==> config.mk <==
export PLATFORM = sky130hd
export DESIGN_NAME = dmem_lsu_flat
export DESIGN_NICKNAME = d
export VERILOG_FILES = /design/src/rtl/dmem_lsu_if.sv /design/src/rtl/dmem_lsu.sv /design/src/flat_wrapper.sv
export SDC_FILE = /design/constraint.sdc
export NUM_CORES = 1
export LEC_CHECK = 0
export BUFFER_PORTS_ARGS = -buffer_cell sky130_fd_sc_hd__buf_2
export CAP_MARGIN = 20
export CORE_AREA = 2 2 120 122
export CTS_CLUSTER_DIAMETER = 100
export DETAILED_ROUTE_END_ITERATION = 16
export DIE_AREA = 0 0 122 124
export GPL_TIMING_DRIVEN = 1
export PLACE_DENSITY = 0.54
export SETUP_SLACK_MARGIN = 0.2
export SLEW_MARGIN = 40
export SYNTH_ARGS = -nofsm -noshare
export SYNTH_HDL_FRONTEND = slang
export SYNTH_SLANG_ARGS = --single-unit
export TNS_END_PERCENT = 20
==> constraint.sdc <==
create_clock -name clock -period 3.7 [get_ports clock]
set_input_delay 0.555 -clock clock [delete_from_list [all_inputs] [get_ports clock]]
set_output_delay 0.555 -clock clock [all_outputs]
set_load 0.005 [all_outputs]
==> src/rtl/dmem_lsu_if.sv <==
// dmem_lsu_if
//   Bundles the three channels around the load/store unit:
//     req_*  request channel from the MEM stage (valid/ready)
//     rsp_*  response channel back to the MEM stage (valid/ready)
//     mem_*  raw port of the combinational byte-addressed data memory
//   Modports:
//     slave  - the LSU itself: accepts requests, produces responses and
//              drives the memory port
//     master - the environment around it: pipeline stage plus memory
interface dmem_lsu_if;
  logic        req_valid;
  logic        req_ready;
  logic        req_store;
  logic [2:0]  req_funct3;
  logic [31:0] req_addr;
  logic [31:0] req_wdata;

  logic        rsp_valid;
  logic        rsp_ready;
  logic [31:0] rsp_data;
  logic        rsp_fault;

  logic [31:0] mem_address;
  logic        mem_read_write;
  logic [31:0] mem_data_in;
  logic [1:0]  mem_access_size;
  logic [31:0] mem_data_out;

  modport slave (
    input  req_valid, req_store, req_funct3, req_addr, req_wdata,
    output req_ready,
    output rsp_valid, rsp_data, rsp_fault,
    input  rsp_ready,
    output mem_address, mem_read_write, mem_data_in, mem_access_size,
    input  mem_data_out
  );

  modport master (
    output req_valid, req_store, req_funct3, req_addr, req_wdata,
    input  req_ready,
    input  rsp_valid, rsp_data, rsp_fault,
    output rsp_ready,
    input  mem_address, mem_read_write, mem_data_in, mem_access_size,
    output mem_data_out
  );
endinterface

==> src/rtl/dmem_lsu.sv <==
// dmem_lsu
//   Load/store initiator between the MEM pipeline stage and a combinational
//   byte-addressed data memory. One request is accepted per handshake,
//   classified (funct3 validity, address range, optional alignment), issued
//   to the memory for exactly one cycle, and answered on the response channel
//   with sign/zero-extended load data or a fault flag.
//
//   Ports:
//     clock  - single rising-edge clock
//     reset  - synchronous, active-high
//     bus    - dmem_lsu_if.slave (req_*, rsp_*, mem_* channels)
//
//   Parameters:
//     MEM_BASE  - byte address of memory byte 0
//     MEM_BYTES - memory size in bytes
//
//   Build option:
//     LSU_MISALIGN_TRAP_EN - when defined, misaligned halfword/word accesses
//                            fault instead of being issued to the memory.
//
//   All outputs are registered; the mem_* port sits at its idle values
//   (MEM_BASE, read, word, zero data) outside the single ACCESS cycle.
module dmem_lsu #(
  parameter logic [31:0] MEM_BASE  = 32'h01000000,
  parameter int unsigned MEM_BYTES = 1048576
) (
  input  logic      clock,
  input  logic      reset,
  dmem_lsu_if.slave bus
);

  // Address of the last valid byte, kept in 33 bits so the comparison with
  // addr + size - 1 never wraps.
  localparam logic [32:0] MEM_LAST = {1'b0, MEM_BASE} + 33'(MEM_BYTES) - 33'd1;

  typedef enum logic [1:0] {
    IDLE   = 2'd0,
    ACCESS = 2'd1,
    RESP   = 2'd2
  } state_e;

  state_e      state_q, state_d;
  logic        req_ready_q, req_ready_d;
  logic        rsp_valid_q, rsp_valid_d;
  logic [31:0] rsp_data_q, rsp_data_d;
  logic        rsp_fault_q, rsp_fault_d;
  logic [2:0]  funct3_q, funct3_d;
  logic [31:0] mem_address_q, mem_address_d;
  logic        mem_read_write_q, mem_read_write_d;
  logic [31:0] mem_data_in_q, mem_data_in_d;
  logic [1:0]  mem_access_size_q, mem_access_size_d;

  // ---------------------------------------------------------------------
  // Request classification (evaluated on the live request in IDLE)
  // ---------------------------------------------------------------------
  logic [1:0]  size_m1;
  logic [32:0] last_byte;
  logic        bad_funct3;
  logic        out_of_range;
  logic        misaligned;
  logic        req_fault;

  always_comb begin
    unique case (bus.req_funct3[1:0])
      2'd0:    size_m1 = 2'd0;
      2'd1:    size_m1 = 2'd1;
      default: size_m1 = 2'd3;
    endcase
  end

  assign last_byte    = {1'b0, bus.req_addr} + {31'd0, size_m1};
  assign out_of_range = (bus.req_addr < MEM_BASE) || (last_byte > MEM_LAST);

  // Loads reject 3, 6, 7; stores only know SB/SH/SW (0..2).
  assign bad_funct3 = bus.req_store ? (bus.req_funct3 > 3'd2)
                                    : ((bus.req_funct3[1:0] == 2'b11) ||
                                       (bus.req_funct3[2:1] == 2'b11));

`ifdef LSU_MISALIGN_TRAP_EN
  assign misaligned = ((bus.req_funct3[1:0] == 2'd1) && bus.req_addr[0]) ||
                      ((bus.req_funct3[1:0] == 2'd2) && (bus.req_addr[1:0] != 2'b00));
`else
  // The memory is byte-granular, so misaligned accesses are simply issued.
  assign misaligned = 1'b0;
`endif

  assign req_fault = bad_funct3 || out_of_range || misaligned;

  // ---------------------------------------------------------------------
  // Load data extension, applied to the memory read during ACCESS
  // ---------------------------------------------------------------------
  logic [31:0] load_ext;

  always_comb begin
    unique case (funct3_q)
      3'd0:    load_ext = {{24{bus.mem_data_out[7]}},  bus.mem_data_out[7:0]};
      3'd1:    load_ext = {{16{bus.mem_data_out[15]}}, bus.mem_data_out[15:0]};
      3'd4:    load_ext = {24'd0, bus.mem_data_out[7:0]};
      3'd5:    load_ext = {16'd0, bus.mem_data_out[15:0]};
      default: load_ext = bus.mem_data_out;
    endcase
  end

  // ---------------------------------------------------------------------
  // Next-state and registered-output logic
  // ---------------------------------------------------------------------
  always_comb begin
    state_d           = state_q;
    rsp_valid_d       = rsp_valid_q;
    rsp_data_d        = rsp_data_q;
    rsp_fault_d       = rsp_fault_q;
    funct3_d          = funct3_q;
    // The memory port returns to idle unless a non-faulting request is
    // being accepted this cycle; this is what limits a store to one cycle.
    mem_address_d     = MEM_BASE;
    mem_read_write_d  = 1'b0;
    mem_data_in_d     = 32'd0;
    mem_access_size_d = 2'd2;

    unique case (state_q)
      IDLE: begin
        if (bus.req_valid) begin
          funct3_d = bus.req_funct3;
          if (req_fault) begin
            state_d     = RESP;
            rsp_valid_d = 1'b1;
            rsp_fault_d = 1'b1;
            rsp_data_d  = 32'd0;
          end else begin
            state_d           = ACCESS;
            mem_address_d     = bus.req_addr;
            mem_read_write_d  = bus.req_store;
            mem_data_in_d     = bus.req_store ? bus.req_wdata : 32'd0;
            mem_access_size_d = bus.req_funct3[1:0];
          end
        end
      end

      ACCESS: begin
        state_d     = RESP;
        rsp_valid_d = 1'b1;
        rsp_fault_d = 1'b0;
        // Stores answer with zero data; mem_read_write_q marks this cycle's
        // access as a store.
        rsp_data_d  = mem_read_write_q ? 32'd0 : load_ext;
      end

      RESP: begin
        if (bus.rsp_ready) begin
          state_d     = IDLE;
          rsp_valid_d = 1'b0;
          rsp_fault_d = 1'b0;
          rsp_data_d  = 32'd0;
        end
      end

      default: begin
        state_d = IDLE;
      end
    endcase

    // Ready is registered from the next state, so it is low through reset
    // and during the cycle a response is consumed.
    req_ready_d = (state_d == IDLE);
  end

  always_ff @(posedge clock) begin
    if (reset) begin
      state_q           <= IDLE;
      req_ready_q       <= 1'b0;
      rsp_valid_q       <= 1'b0;
      rsp_data_q        <= 32'd0;
      rsp_fault_q       <= 1'b0;
      funct3_q          <= 3'd2;
      mem_address_q     <= MEM_BASE;
      mem_read_write_q  <= 1'b0;
      mem_data_in_q     <= 32'd0;
      mem_access_size_q <= 2'd2;
    end else begin
      state_q           <= state_d;
      req_ready_q       <= req_ready_d;
      rsp_valid_q       <= rsp_valid_d;
      rsp_data_q        <= rsp_data_d;
      rsp_fault_q       <= rsp_fault_d;
      funct3_q          <= funct3_d;
      mem_address_q     <= mem_address_d;
      mem_read_write_q  <= mem_read_write_d;
      mem_data_in_q     <= mem_data_in_d;
      mem_access_size_q <= mem_access_size_d;
    end
  end

  assign bus.req_ready       = req_ready_q;
  assign bus.rsp_valid       = rsp_valid_q;
  assign bus.rsp_data        = rsp_data_q;
  assign bus.rsp_fault       = rsp_fault_q;
  assign bus.mem_address     = mem_address_q;
  assign bus.mem_read_write  = mem_read_write_q;
  assign bus.mem_data_in     = mem_data_in_q;
  assign bus.mem_access_size = mem_access_size_q;

endmodule

==> src/flat_wrapper.sv <==
// flat-port wrapper written by rule: the top's interface ports become plain ports
module dmem_lsu_flat 
#(
  parameter logic [31:0] MEM_BASE  = 32'h01000000,
  parameter int unsigned MEM_BYTES = 1048576
)
  (clock, reset, bus_req_valid, bus_req_store, bus_req_funct3, bus_req_addr, bus_req_wdata, bus_req_ready, bus_rsp_valid, bus_rsp_data, bus_rsp_fault, bus_rsp_ready, bus_mem_address, bus_mem_read_write, bus_mem_data_in, bus_mem_access_size, bus_mem_data_out);
  dmem_lsu_if bus_i ();
  input  logic clock;
  input  logic reset;
  input wire logic [$bits(bus_i.req_valid)-1:0] bus_req_valid;
  input wire logic [$bits(bus_i.req_store)-1:0] bus_req_store;
  input wire logic [$bits(bus_i.req_funct3)-1:0] bus_req_funct3;
  input wire logic [$bits(bus_i.req_addr)-1:0] bus_req_addr;
  input wire logic [$bits(bus_i.req_wdata)-1:0] bus_req_wdata;
  output wire logic [$bits(bus_i.req_ready)-1:0] bus_req_ready;
  output wire logic [$bits(bus_i.rsp_valid)-1:0] bus_rsp_valid;
  output wire logic [$bits(bus_i.rsp_data)-1:0] bus_rsp_data;
  output wire logic [$bits(bus_i.rsp_fault)-1:0] bus_rsp_fault;
  input wire logic [$bits(bus_i.rsp_ready)-1:0] bus_rsp_ready;
  output wire logic [$bits(bus_i.mem_address)-1:0] bus_mem_address;
  output wire logic [$bits(bus_i.mem_read_write)-1:0] bus_mem_read_write;
  output wire logic [$bits(bus_i.mem_data_in)-1:0] bus_mem_data_in;
  output wire logic [$bits(bus_i.mem_access_size)-1:0] bus_mem_access_size;
  input wire logic [$bits(bus_i.mem_data_out)-1:0] bus_mem_data_out;
  assign bus_i.req_valid = bus_req_valid;
  assign bus_i.req_store = bus_req_store;
  assign bus_i.req_funct3 = bus_req_funct3;
  assign bus_i.req_addr = bus_req_addr;
  assign bus_i.req_wdata = bus_req_wdata;
  assign bus_req_ready = bus_i.req_ready;
  assign bus_rsp_valid = bus_i.rsp_valid;
  assign bus_rsp_data = bus_i.rsp_data;
  assign bus_rsp_fault = bus_i.rsp_fault;
  assign bus_i.rsp_ready = bus_rsp_ready;
  assign bus_mem_address = bus_i.mem_address;
  assign bus_mem_read_write = bus_i.mem_read_write;
  assign bus_mem_data_in = bus_i.mem_data_in;
  assign bus_mem_access_size = bus_i.mem_access_size;
  assign bus_i.mem_data_out = bus_mem_data_out;
  dmem_lsu #(.MEM_BASE(MEM_BASE), .MEM_BYTES(MEM_BYTES)) u_core (.clock(clock), .reset(reset), .bus(bus_i));
endmodule
==> results of run 1 <==
==> through the flow <==
step | TNS (ns) | setup slack, ns | power [mW] | instance area, um^2 | util (%)
2_1_floorplan | 0 | 0.573 | 1.29 | 4100 | -
3_3_place_gp | -1.72 | -0.0811 | 1.38 | 5300 | 38.7
3_5_place_dp | 0 | 0.141 | 1.39 | 5330 | 38.8
4_1_cts | 0 | 0.502 | 2.44 | 5650 | 41.2
5_1_grt | 0 | 0.296 | 2.50 | 5660 | 41.2
6_report | 0 | 0.515 | 2.41 | 5660 | 41.2
==> power groups by stage <==
stage / Clock [mW] / Sequential (mW) / Combinational, mW
after floorplan: 0 / 1.19 / 0.0943
after global placement: 0 / 1.20 / 0.184
after detailed placement: 0 / 1.20 / 0.191
after CTS: 1.08 / 1.17 / 0.192
after global routing: 1.12 / 1.17 / 0.211
final: 1.05 / 1.17 / 0.190
==> area by class of cell <==
type,count,area (um^2)
flip-flops and latches,107,2140
well taps,180,225
repair buffers,215,1120
fillers,1419,8060
multi-input cells,277,1810
clock inverters,5,83.8
clock buffers,11,243
inverters,7,26.3
==> registers in the layout, summed over array words and instances, names as in the netlist <==
| signal | count |
|---|---|
| u_core.bus.req_ready | 1 |
| u_core.bus.mem_address | 32 |
| u_core.state_q | 2 |
| u_core.bus.rsp_valid | 1 |
| u_core.bus.mem_data_in | 32 |
| u_core.bus.mem_read_write | 1 |
| u_core.bus.rsp_fault | 1 |
| u_core.bus.rsp_data | 32 |
| u_core.bus.mem_access_size | 2 |
| u_core.funct3_q | 3 |
==> worst register-to-register path, stage by stage, from the launching register on <==
cell	delay, ns
dfxtp_1	0.39
inv_1	0.11
ha_1	0.22
nor2b_1	0.19
a211oi_4	0.47
buf_6	0.21
mux2_1	0.33
==> worst max path at each step <==
stage | endpoint | start | slack [ns]
6_report | u_core.bus.mem_data_in[8]$_SDFF_PP0_ | bus_req_funct3[0] | 0.52
5_1_grt | u_core.bus.mem_data_in[8]$_SDFF_PP0_ | bus_req_funct3[0] | 0.30
4_1_cts | u_core.bus.mem_data_in[8]$_SDFF_PP0_ | bus_req_funct3[0] | 0.50
3_5_place_dp | u_core.bus.mem_data_in[8]$_SDFF_PP0_ | bus_req_funct3[0] | 0.14
3_3_place_gp | u_core.bus.rsp_data[8]$_SDFFE_PP0P_ | bus_req_funct3[0] | -0.08
2_1_floorplan | u_core.bus.rsp_data[14]$_SDFFE_PP0P_ | bus_req_funct3[0] | 0.57
==> cell usage in the layout (no fill, tap or decap), types with 3 or more instances in the layout <==
master,n
mux2i_1,25
mux2_2,8
buf_2,205
a21oi_1,20
nand2_1,21
nor2b_1,10
and2_1,28
clkbuf_16,9
o21ai_0,27
nand3_1,9
dfxtp_1,107
nor2_1,10
conb_1,8
nand4_1,8
nor3_1,4
inv_1,7
ha_1,6
buf_4,7
or4_1,3
and3_1,34
nand2b_1,27
nor4_1,3
o22ai_1,4
==> logic make-up after synthesis <==
logic type      Yosys count  share of synthesized area (%)
flops                   107                           52.6
xor+xnor                  2                          0.430
other cells               2                          0.184
fa+ha+maj                 7                           2.33
mux                      34                           8.63
simple gates            165                           23.6
buf+inv                  32                           3.69
compound gates           61                           8.51
==> metal layers <==
layer | vias to the layer above | wire length [um]
li1 | 1808 | -
met1 | 1657 | 4630
met2 | 127 | 5300
met3 | 15 | 940
met4 | 2 | 207
met5 | - | 16
==> impl_metrics.env, run 1 <==
export IMPL_vias=3609
export IMPL_worst_clock_skew_ns=0.00475
export IMPL_vias_per_cell=4.50
export IMPL_cts_buffers=9
export IMPL_p_int_mw=1.87
export IMPL_cts_path_max_buffers=2
export IMPL_clk_pin_slew_worst_paths_ns=0.07
export IMPL_use_met2_pct=23.9
export IMPL_rr_endpoint="u_core.bus.rsp_data[14]$_SDFFE_PP0P_"
export IMPL_hp_class="input pin to flip-flop"
export IMPL_critPathCaptureType="flip-flop"
export IMPL_diodes=0
export IMPL_dpl_cell_count=786
export IMPL_core_area_um2=13700
export IMPL_post_cts_buffers=0
export IMPL_maxSlewViolCount=0
export IMPL_syn_avg_cell_area_um2=9.94
export IMPL_slowest_stage="or4b_1"
export IMPL_wl_mm=11.1
export IMPL_p_leak_nw=2.87
export IMPL_fmax_mhz=314
export IMPL_mappedNetlistArea_um2=4070
export IMPL_p_clk_share_pct=43.4
export IMPL_synth_distinct_cells=44
export IMPL_synth_area_leaders="dfxtp_1 53%, mux2i_1 6.1%, and3_1 5.2%, and2_1 4.3%, nand2b_1 4.1%"
export IMPL_row_count=43
export IMPL_use_met3_pct=4.58
export IMPL_finalSetupViolations=0
export IMPL_wire_per_inst_um=13.8
export IMPL_hold_end="u_core.bus.mem_address[18]$_SDFF_PP0_"
export IMPL_fin_crit_ns=3.18
export IMPL_critPathRequiredTime_ns=3.99
export IMPL_min_period_over_period_pct=86.1
export IMPL_startpoint_type="input pin"
export IMPL_die_height_um=124
export IMPL_p_seq_share_pct=48.7
export IMPL_dp_hpwl_mm=8.47
export IMPL_cts_root_buf="clkbuf_16"
export IMPL_worst_path_largest_cell_delay_ns=0.53
export IMPL_comb_power_share_pct=7.9
export IMPL_drt_iter0_markers=268
export IMPL_synth_cells=410
export IMPL_yosysMostFrequentCell="dfxtp_1"
export IMPL_die_area_um2=15100
export IMPL_grt_max_degree=44
export IMPL_crit_type="input pin to flip-flop"
export IMPL_p_per_area_nw_per_um2=426
export IMPL_hold_viol_final=0
export IMPL_hold_ws_ns=0.422
export IMPL_arrival_ns=3.47
export IMPL_ctsResizeCount=0
export IMPL_remaining_drc_errors=0
export IMPL_ir_drop_uv=253
export IMPL_rsz0062_at_grt="false"
export IMPL_nets=728
export IMPL_crit_cells=14
export IMPL_switching_share_pct=22.2
export IMPL_area_growth_pct=38.8
export IMPL_h_tree_depth=3
export IMPL_overflow=0
export IMPL_globalRouteTotalUtil_pct=14.2
export IMPL_fin_cells=802
export IMPL_ios=206
export IMPL_whs_path_depth=2
export IMPL_crit_path_frequent_cell="buf_4"
export IMPL_initial_core_util_pct=29.7
export IMPL_hold_start="bus_req_addr[18]"
export IMPL_port_buffers=205
export IMPL_grt_pass1_vias=3487
export IMPL_cts_tree="done"
export IMPL_synth_async_reset_ratio_pct=0
export IMPL_status="finished, final reports clean"
export IMPL_crit_family="simple AND/OR/NAND/NOR gates"
export IMPL_clock_sinks=107
export IMPL_reg2reg_slack_ns=1.67
export IMPL_p_sw_uw=535
export IMPL_reg2reg_from="u_core.state_q[0]$_SDFF_PP0_"
export IMPL_maxCapViolations=0
export IMPL_antenna_found_initial=1
export IMPL_cts_hold_fix_buffers=0
export IMPL_grt_pass1_wl_mm=16.7
export IMPL_ys_top_cells_by_count="107 x dfxtp_1, 34 x and3_1, 28 x and2_1"
export IMPL_critPathMaxFanout=37
export IMPL_seq_area_frac_synth_pct=52.6
export IMPL_path_buf_inv=3
export IMPL_path_cells="buf_2, or2_2, ha_1, fa_1, nand4_1, nor4_1, nand2_1, buf_4, a21oi_1, or4b_1, or2_1, nor3_4, buf_4, and3_1"
export IMPL_synth_main_ff_cell="dfxtp_1"
export IMPL_clock_latency_ns=0.35
export IMPL_synth_top_cell_by_area="dfxtp_1"
export IMPL_drive_gt1_share_pct=39.4
export IMPL_grt_use_met1_pct=16.5
export IMPL_gp_congestion=0.888
export IMPL_yosys_area_top_type_share_pct=52.6
export IMPL_busiest_layer="met2"
export IMPL_synth_edf_count=0
export IMPL_antenna_left=0
export IMPL_die_w_um=122
export IMPL_yosys_warnings=0
export IMPL_reg2regPathDepth=6
export IMPL_ys_ff_latch=107
export IMPL_first_pass_iters=4
(Power assumes the default switching activity.)
==> run 2: changes to the inputs <==
Settings changed: REMOVE_ABC_BUFFERS set to 1.
==> run 2 against run 1 <==
Clock skew hardly changed. First-iteration DRC count is 42% lower. Total power shrank 1.5%. Clock power is 4% lower. Flip-flop and latch count is the same.
==> impl_metrics.env, run 2 (synthesis gave the netlist of run 1 again) <==
export IMPL_hp_class="input pin to flip-flop"
export IMPL_seqCellArea_um2=2140
export IMPL_comb_power_share_pct=7.9
export IMPL_switching_share_pct=22.0
export IMPL_die_w_um=122
export IMPL_layout_commonest_cell="buf_2"
export IMPL_antenna_left=0
export IMPL_p_leak_nw=2.86
export IMPL_grt_max_degree=44
export IMPL_clock_sinks=107
export IMPL_maxCapViolations=0
export IMPL_finalSetupViolations=0
export IMPL_vias=3629
export IMPL_antenna_found_initial=1
export IMPL_rsz0062_at_grt="false"
export IMPL_p_per_area_nw_per_um2=422
export IMPL_critPathRequiredTime_ns=3.99
export IMPL_p_int_mw=1.85
export IMPL_arrival_ns=3.48
export IMPL_setup_ws_ns=0.512
export IMPL_nFillCells=1408
export IMPL_ctsResizeCount=0
export IMPL_crit_type="input pin to flip-flop"
export IMPL_p_clk_share_pct=42.7
export IMPL_fin_crit_ns=3.19
export IMPL_finalSetupTns_ns=0
export IMPL_p_sw_uw=521
export IMPL_globalRouteTotalUtil_pct=13.6
export IMPL_slowest_stage="or4b_1"
export IMPL_final_cell_mix="205 x buf_2, 107 x dfxtp_1, 34 x and3_1"
export IMPL_remaining_drc_errors=0
export IMPL_grt_pass1_wl_mm=16.0
export IMPL_path_buf_inv=3
export IMPL_worst_clock_skew_ns=0.00515
export IMPL_post_cts_buffers=0
export IMPL_first_pass_iters=4
export IMPL_critPathCaptureType="flip-flop"
export IMPL_drive_gt1_share_pct=39.1
export IMPL_initial_core_util_pct=29.7
export IMPL_multiInputGateArea_um2=1810
export IMPL_clock_latency_ns=0.34
export IMPL_dp_slack_ns=-0.173
export IMPL_dp_hpwl_mm=8.06
export IMPL_status="finished, final reports clean"
export IMPL_crit_path_frequent_cell="buf_4"
export IMPL_p_seq_share_pct=49.4
export IMPL_core_area_um2=13700
export IMPL_nets=728
export IMPL_cts_hold_fix_buffers=0
export IMPL_row_count=43
export IMPL_drt_iter0_markers=156
export IMPL_wire_per_inst_um=13.3
export IMPL_vias_per_cell=4.52
export IMPL_critPathMaxFanout=30
export IMPL_overflow=0
export IMPL_gp_congestion=0.834
export IMPL_hold_viol_final=0
export IMPL_diodes=0
export IMPL_port_buffers=205
export IMPL_min_period_over_period_pct=86.2
export IMPL_cts_tree="done"
export IMPL_clk_pin_slew_worst_paths_ns=0.07
export IMPL_ios=206
export IMPL_final_util_pct=41.0
export IMPL_maxSlewViolCount=0
export IMPL_fmax_mhz=314
export IMPL_path_cells="buf_2, or2_2, ha_1, fa_1, nand4_1, nor4_1, nand2_1, buf_4, a21oi_1, or4b_1, or2_1, nor3_4, buf_4, and3_1"
export IMPL_area_growth_pct=38.0
export IMPL_die_height_um=124
export IMPL_worst_path_largest_cell_delay_ns=0.54
export IMPL_cts_path_max_buffers=2
export IMPL_crit_family="simple AND/OR/NAND/NOR gates"
export IMPL_grt_pass1_vias=3320
export IMPL_h_tree_depth=3
export IMPL_ir_drop_uv=202
export IMPL_cts_buffers=9
export IMPL_cts_root_buf="clkbuf_16"
export IMPL_tightest_slew_ns=0.521
export IMPL_max_slew_margin_pct=65.2
export IMPL_wl_mm=10.7
export IMPL_startpoint_type="input pin"
export IMPL_die_area_um2=15100
## run 2: per-stage QoR
stage | cells | power (mW) | instance area (um^2) | hold WS, ns
floorplan | 391 | 1.28 | 3970 | 0.439
global placement | 785 | 1.38 | 5300 | 0.454
finish | 802 | 2.37 | 5620 | 0.424
detailed placement | 785 | 1.38 | 5300 | 0.455
CTS | 801 | 2.40 | 5610 | 0.408
global route | 802 | 2.46 | 5620 | 0.414
## run 2: worst paths after layout
| check | from | to | slack [ns] | depth (start not counted) |
|---|---|---|---|---|
| setup / recovery | bus_req_funct3[0] | u_core.bus.mem_data_in[24]$_SDFF_PP0_ | 0.51 | 14 |
| hold / removal | bus_req_addr[7] | u_core.bus.mem_address[7]$_SDFF_PP0_ | 0.42 | 2 |
| setup reg to reg | u_core.state_q[1]$_SDFF_PP0_ | u_core.bus.rsp_data[21]$_SDFFE_PP0P_ | 1.69 | 5 |
| hold reg to reg | u_core.bus.rsp_valid$_SDFFE_PP0P_ | u_core.bus.rsp_valid$_SDFFE_PP0P_ | 0.46 | 2 |
## run 2: final cells by class
cell class | count | area share [%]
clock buffer | 12 | 4.21
clock inverter | 4 | 1.31
inverter | 7 | 0.467
multi-input combinational | 277 | 32.3
sequential | 107 | 38.1
tap | 180 | 4.01
timing repair buffer | 215 | 19.6
## run 2: layer usage
layer	up-vias	track usage, %	share of wire (%)	routed length (um)
met2	158	21.3	44	4720
met3	11	4.76	9.6	1030
li1	1806	-	-	-
met5	-	0	0	0
met1	1654	17.1	45	4760
met4	0	5.82	1.6	168
## run 2: power groups by stage
stage / clock [mW] / sequential (mW) / combinational, mW
6_report: 1.01 / 1.17 / 0.187
5_1_grt: 1.08 / 1.17 / 0.206
2_1_floorplan: 0 / 1.20 / 0.0803
3_5_place_dp: 0 / 1.20 / 0.185
4_1_cts: 1.04 / 1.17 / 0.186
3_3_place_gp: 0 / 1.20 / 0.183
==> run 3: changes to the inputs <==
Settings changed: ABC_AREA set to 1, CORE_AREA 2 2 120 122 to 2 2 128 130, DIE_AREA 0 0 122 124 to 0 0 130 132, PLACE_DENSITY 0.54 to 0.52.
==> run 3 against run 2 <==
Critical path depth is 5 higher. Die area rose by 13%. Wire length grew 23%. Non-clock buffer count is 7 lower. Register-to-register slack got worse by 0.18 ns. Critical path type unchanged. Synthesized cell count rose by 60%. Global-route usage increased by 1.5 points. Clock skew up 0.0010 ns. Total power increased by 3.5%. Clock power shrank 6%.
==> impl_metrics.env, run 3 <==
export IMPL_layout_commonest_cell="buf_2"
export IMPL_seqCellArea_um2=2140
export IMPL_cts_root_buf="clkbuf_16"
export IMPL_crit_path_frequent_cell="nand2_1"
export IMPL_worst_path_largest_cell_delay_ns=0.41
export IMPL_slowest_stage="fa_1"
export IMPL_arrival_ns=3.14
export IMPL_yosysMostFrequentCell="nand2_1"
export IMPL_maxCapViolations=0
export IMPL_fmax_mhz=345
export IMPL_ctsResizeCount=0
export IMPL_reg2reg_from="u_core.state_q[1]$_SDFF_PP0_"
export IMPL_die_area_um2=17200
export IMPL_setup_ws_ns=0.803
export IMPL_hold_start="bus_req_wdata[17]"
export IMPL_cts_path_max_buffers=2
export IMPL_vias=4531
export IMPL_tightest_slew_ns=0.649
export IMPL_hp_class="input pin to flip-flop"
export IMPL_yosys_warnings=0
export IMPL_critPathMaxFanout=28
export IMPL_critPathCaptureType="flip-flop"
export IMPL_ys_ff_latch=107
export IMPL_ir_drop_uv=190
export IMPL_startpoint_type="input pin"
export IMPL_whs_path_depth=2
export IMPL_worst_clock_skew_ns=0.00616
export IMPL_globalRouteTotalUtil_pct=15.2
export IMPL_antenna_found_initial=1
export IMPL_h_tree_depth=3
export IMPL_die_height_um=132
export IMPL_port_buffers=205
export IMPL_gp_congestion=0.841
export IMPL_post_cts_buffers=0
export IMPL_syn_avg_cell_area_um2=7.15
export IMPL_finalSetupViolations=0
export IMPL_drive_gt1_share_pct=30.1
export IMPL_synth_top_cell_by_area="dfxtp_1"
export IMPL_initial_core_util_pct=29.8
export IMPL_antenna_left=0
export IMPL_ios=206
export IMPL_crit_type="input pin to flip-flop"
export IMPL_fin_crit_ns=2.90
export IMPL_hold_ws_ns=0.435
export IMPL_clock_latency_ns=0.35
export IMPL_grt_pass1_vias=4141
export IMPL_p_per_area_nw_per_um2=398
export IMPL_rr_endpoint="u_core.bus.rsp_data[17]$_SDFFE_PP0P_"
export IMPL_dpl_cell_count=1060
export IMPL_multiInputGateArea_um2=2130
export IMPL_reg2regPathDepth=10
export IMPL_synth_main_ff_cell="dfxtp_1"
export IMPL_clock_sinks=107
export IMPL_cts_hold_fix_buffers=0
export IMPL_maxSlewViolCount=0
export IMPL_cp_startpoint="bus_req_funct3[1]"
export IMPL_remaining_drc_errors=0
export IMPL_rsz0062_at_grt="false"
export IMPL_core_area_um2=15700
export IMPL_reg2reg_slack_ns=1.51
export IMPL_cts_tree="done"
export IMPL_p_leak_nw=3.35
export IMPL_dp_hpwl_mm=9.98
export IMPL_area_growth_pct=31.7
export IMPL_overflow=0
export IMPL_vias_per_cell=4.20
export IMPL_wire_per_inst_um=12.2
export IMPL_clk_pin_slew_worst_paths_ns=0.08
export IMPL_nets=966
export IMPL_synth_area_leaders="dfxtp_1 46%, nand2_1 13%, nor2_1 10%, inv_1 5.7%, and3_1 4.3%"
export IMPL_status="finished, final reports clean"
export IMPL_ys_top_cells_by_count="156 x nand2_1, 125 x nor2_1, 107 x dfxtp_1"
export IMPL_fin_cells=1078
export IMPL_grt_max_degree=42
export IMPL_synth_distinct_cells=33
export IMPL_drt_iter0_markers=219
export IMPL_mappedNetlistArea_um2=4680
export IMPL_wl_mm=13.2
export IMPL_max_slew_margin_pct=56.7
export IMPL_synth_async_reset_ratio_pct=0
export IMPL_die_w_um=130
export IMPL_synth_cells=655
export IMPL_path_cells="buf_2, inv_1, nand2_1, ha_1, fa_1, nand2_1, nor2_1, nand2_1, nor2_1, nand3b_1, nand2_1, nor2_1, nand2_1, nand2_1, nand3_2, nand2_4, nand2_1, nand2_1, nor2_1"
export IMPL_yosys_area_top_type_share_pct=45.8
export IMPL_synth_edf_count=0
export IMPL_grt_pass1_wl_mm=20.7
export IMPL_endpoint="u_core.bus.rsp_data[8]$_SDFFE_PP0P_"
export IMPL_row_count=46
export IMPL_finalSetupTns_ns=0
export IMPL_dp_slack_ns=0.421
export IMPL_hold_viol_final=0
export IMPL_critPathRequiredTime_ns=3.95
export IMPL_nFillCells=1738
export IMPL_min_period_over_period_pct=78.3
export IMPL_first_pass_iters=4
export IMPL_cts_buffers=9
export IMPL_final_cell_mix="205 x buf_2, 156 x nand2_1, 123 x nor2_1"
export IMPL_seq_area_frac_synth_pct=45.8
-- run 3: changes by cell type after synthesis, moves of 25 or more --
cell	before	now
nor2_2	0	25
nor2_1	11	125
nand2_1	21	156
nand2b_1	27	0
inv_1	7	71
mux2i_1	25	0
and2_1	28	2
-- run 3: logic make-up (layout without fill, tap and decap cells) --
logic type,after synthesis,in the layout,synth area share [%]
AOI/OAI and AO/OA,54,54,5.93
xor gates and xnor gates,1,1,0.187
other,2,10,0.160
and+or+nand+nor,386,386,36.6
DFF,107,107,45.8
buffers and inverters,98,297,9.30
adders and majority gates,7,7,2.03
-- run 3: how the worst min path moves through the flow --
stage | to | slack (ns)
6_report | u_core.bus.mem_data_in[17]$_SDFF_PP0_ | 0.44
4_1_cts | u_core.bus.mem_data_in[17]$_SDFF_PP0_ | 0.42
3_5_place_dp | u_core.bus.rsp_valid$_SDFFE_PP0P_ | 0.47
5_1_grt | u_core.bus.mem_data_in[18]$_SDFF_PP0_ | 0.42
3_3_place_gp | u_core.bus.rsp_valid$_SDFFE_PP0P_ | 0.46
2_1_floorplan | u_core.funct3_q[2]$_SDFFE_PP0P_ | 0.46
-- run 3: stage by stage --
step / power [mW] / area [um^2] / util (%)
2_1_floorplan: 1.39 / 4540 / -
3_3_place_gp: 1.53 / 5870 / 37.3
3_5_place_dp: 1.53 / 5870 / 37.3
4_1_cts: 2.50 / 6160 / 39.2
5_1_grt: 2.60 / 6160 / 39.2
6_report: 2.45 / 6160 / 39.2
-- run 3: power breakdown --
group          switching [mW]  internal (mW)
Clock                   0.474          0.477
Combinational           0.175          0.122
Sequential             0.0180           1.19
Total                   0.668           1.79
-- run 3: critical path, delay by kind of cell --
kind,cells,cell delay (ns)
simple gates,15,1.73
fa+ha+maj,2,0.62
buf+inv,2,0.22
-- run 3: routing by layer --
| layer | part of all wire, % | global-route usage, % | routed length, um | vias up |
|---|---|---|---|---|
| met1 | 46 | 19.4 | 6100 | 1961 |
| met3 | 5.7 | 3.37 | 752 | 16 |
| met5 | 0 | 0 | 0 | - |
| met2 | 46 | 24.5 | 6040 | 134 |
| li1 | - | - | - | 2420 |
| met4 | 2.1 | 6.15 | 276 | 0 |
-- run 3: final cells by class --
| class | count | area share, % |
|---|---|---|
| multi-input combinational | 456 | 34.6 |
| inverter | 73 | 4.49 |
| clock buffer | 9 | 3.65 |
| antenna | 2 | 0.0812 |
| clock inverter | 7 | 1.06 |
| sequential | 107 | 34.8 |
| tap | 216 | 4.38 |
| timing repair buffer | 208 | 17.0 |
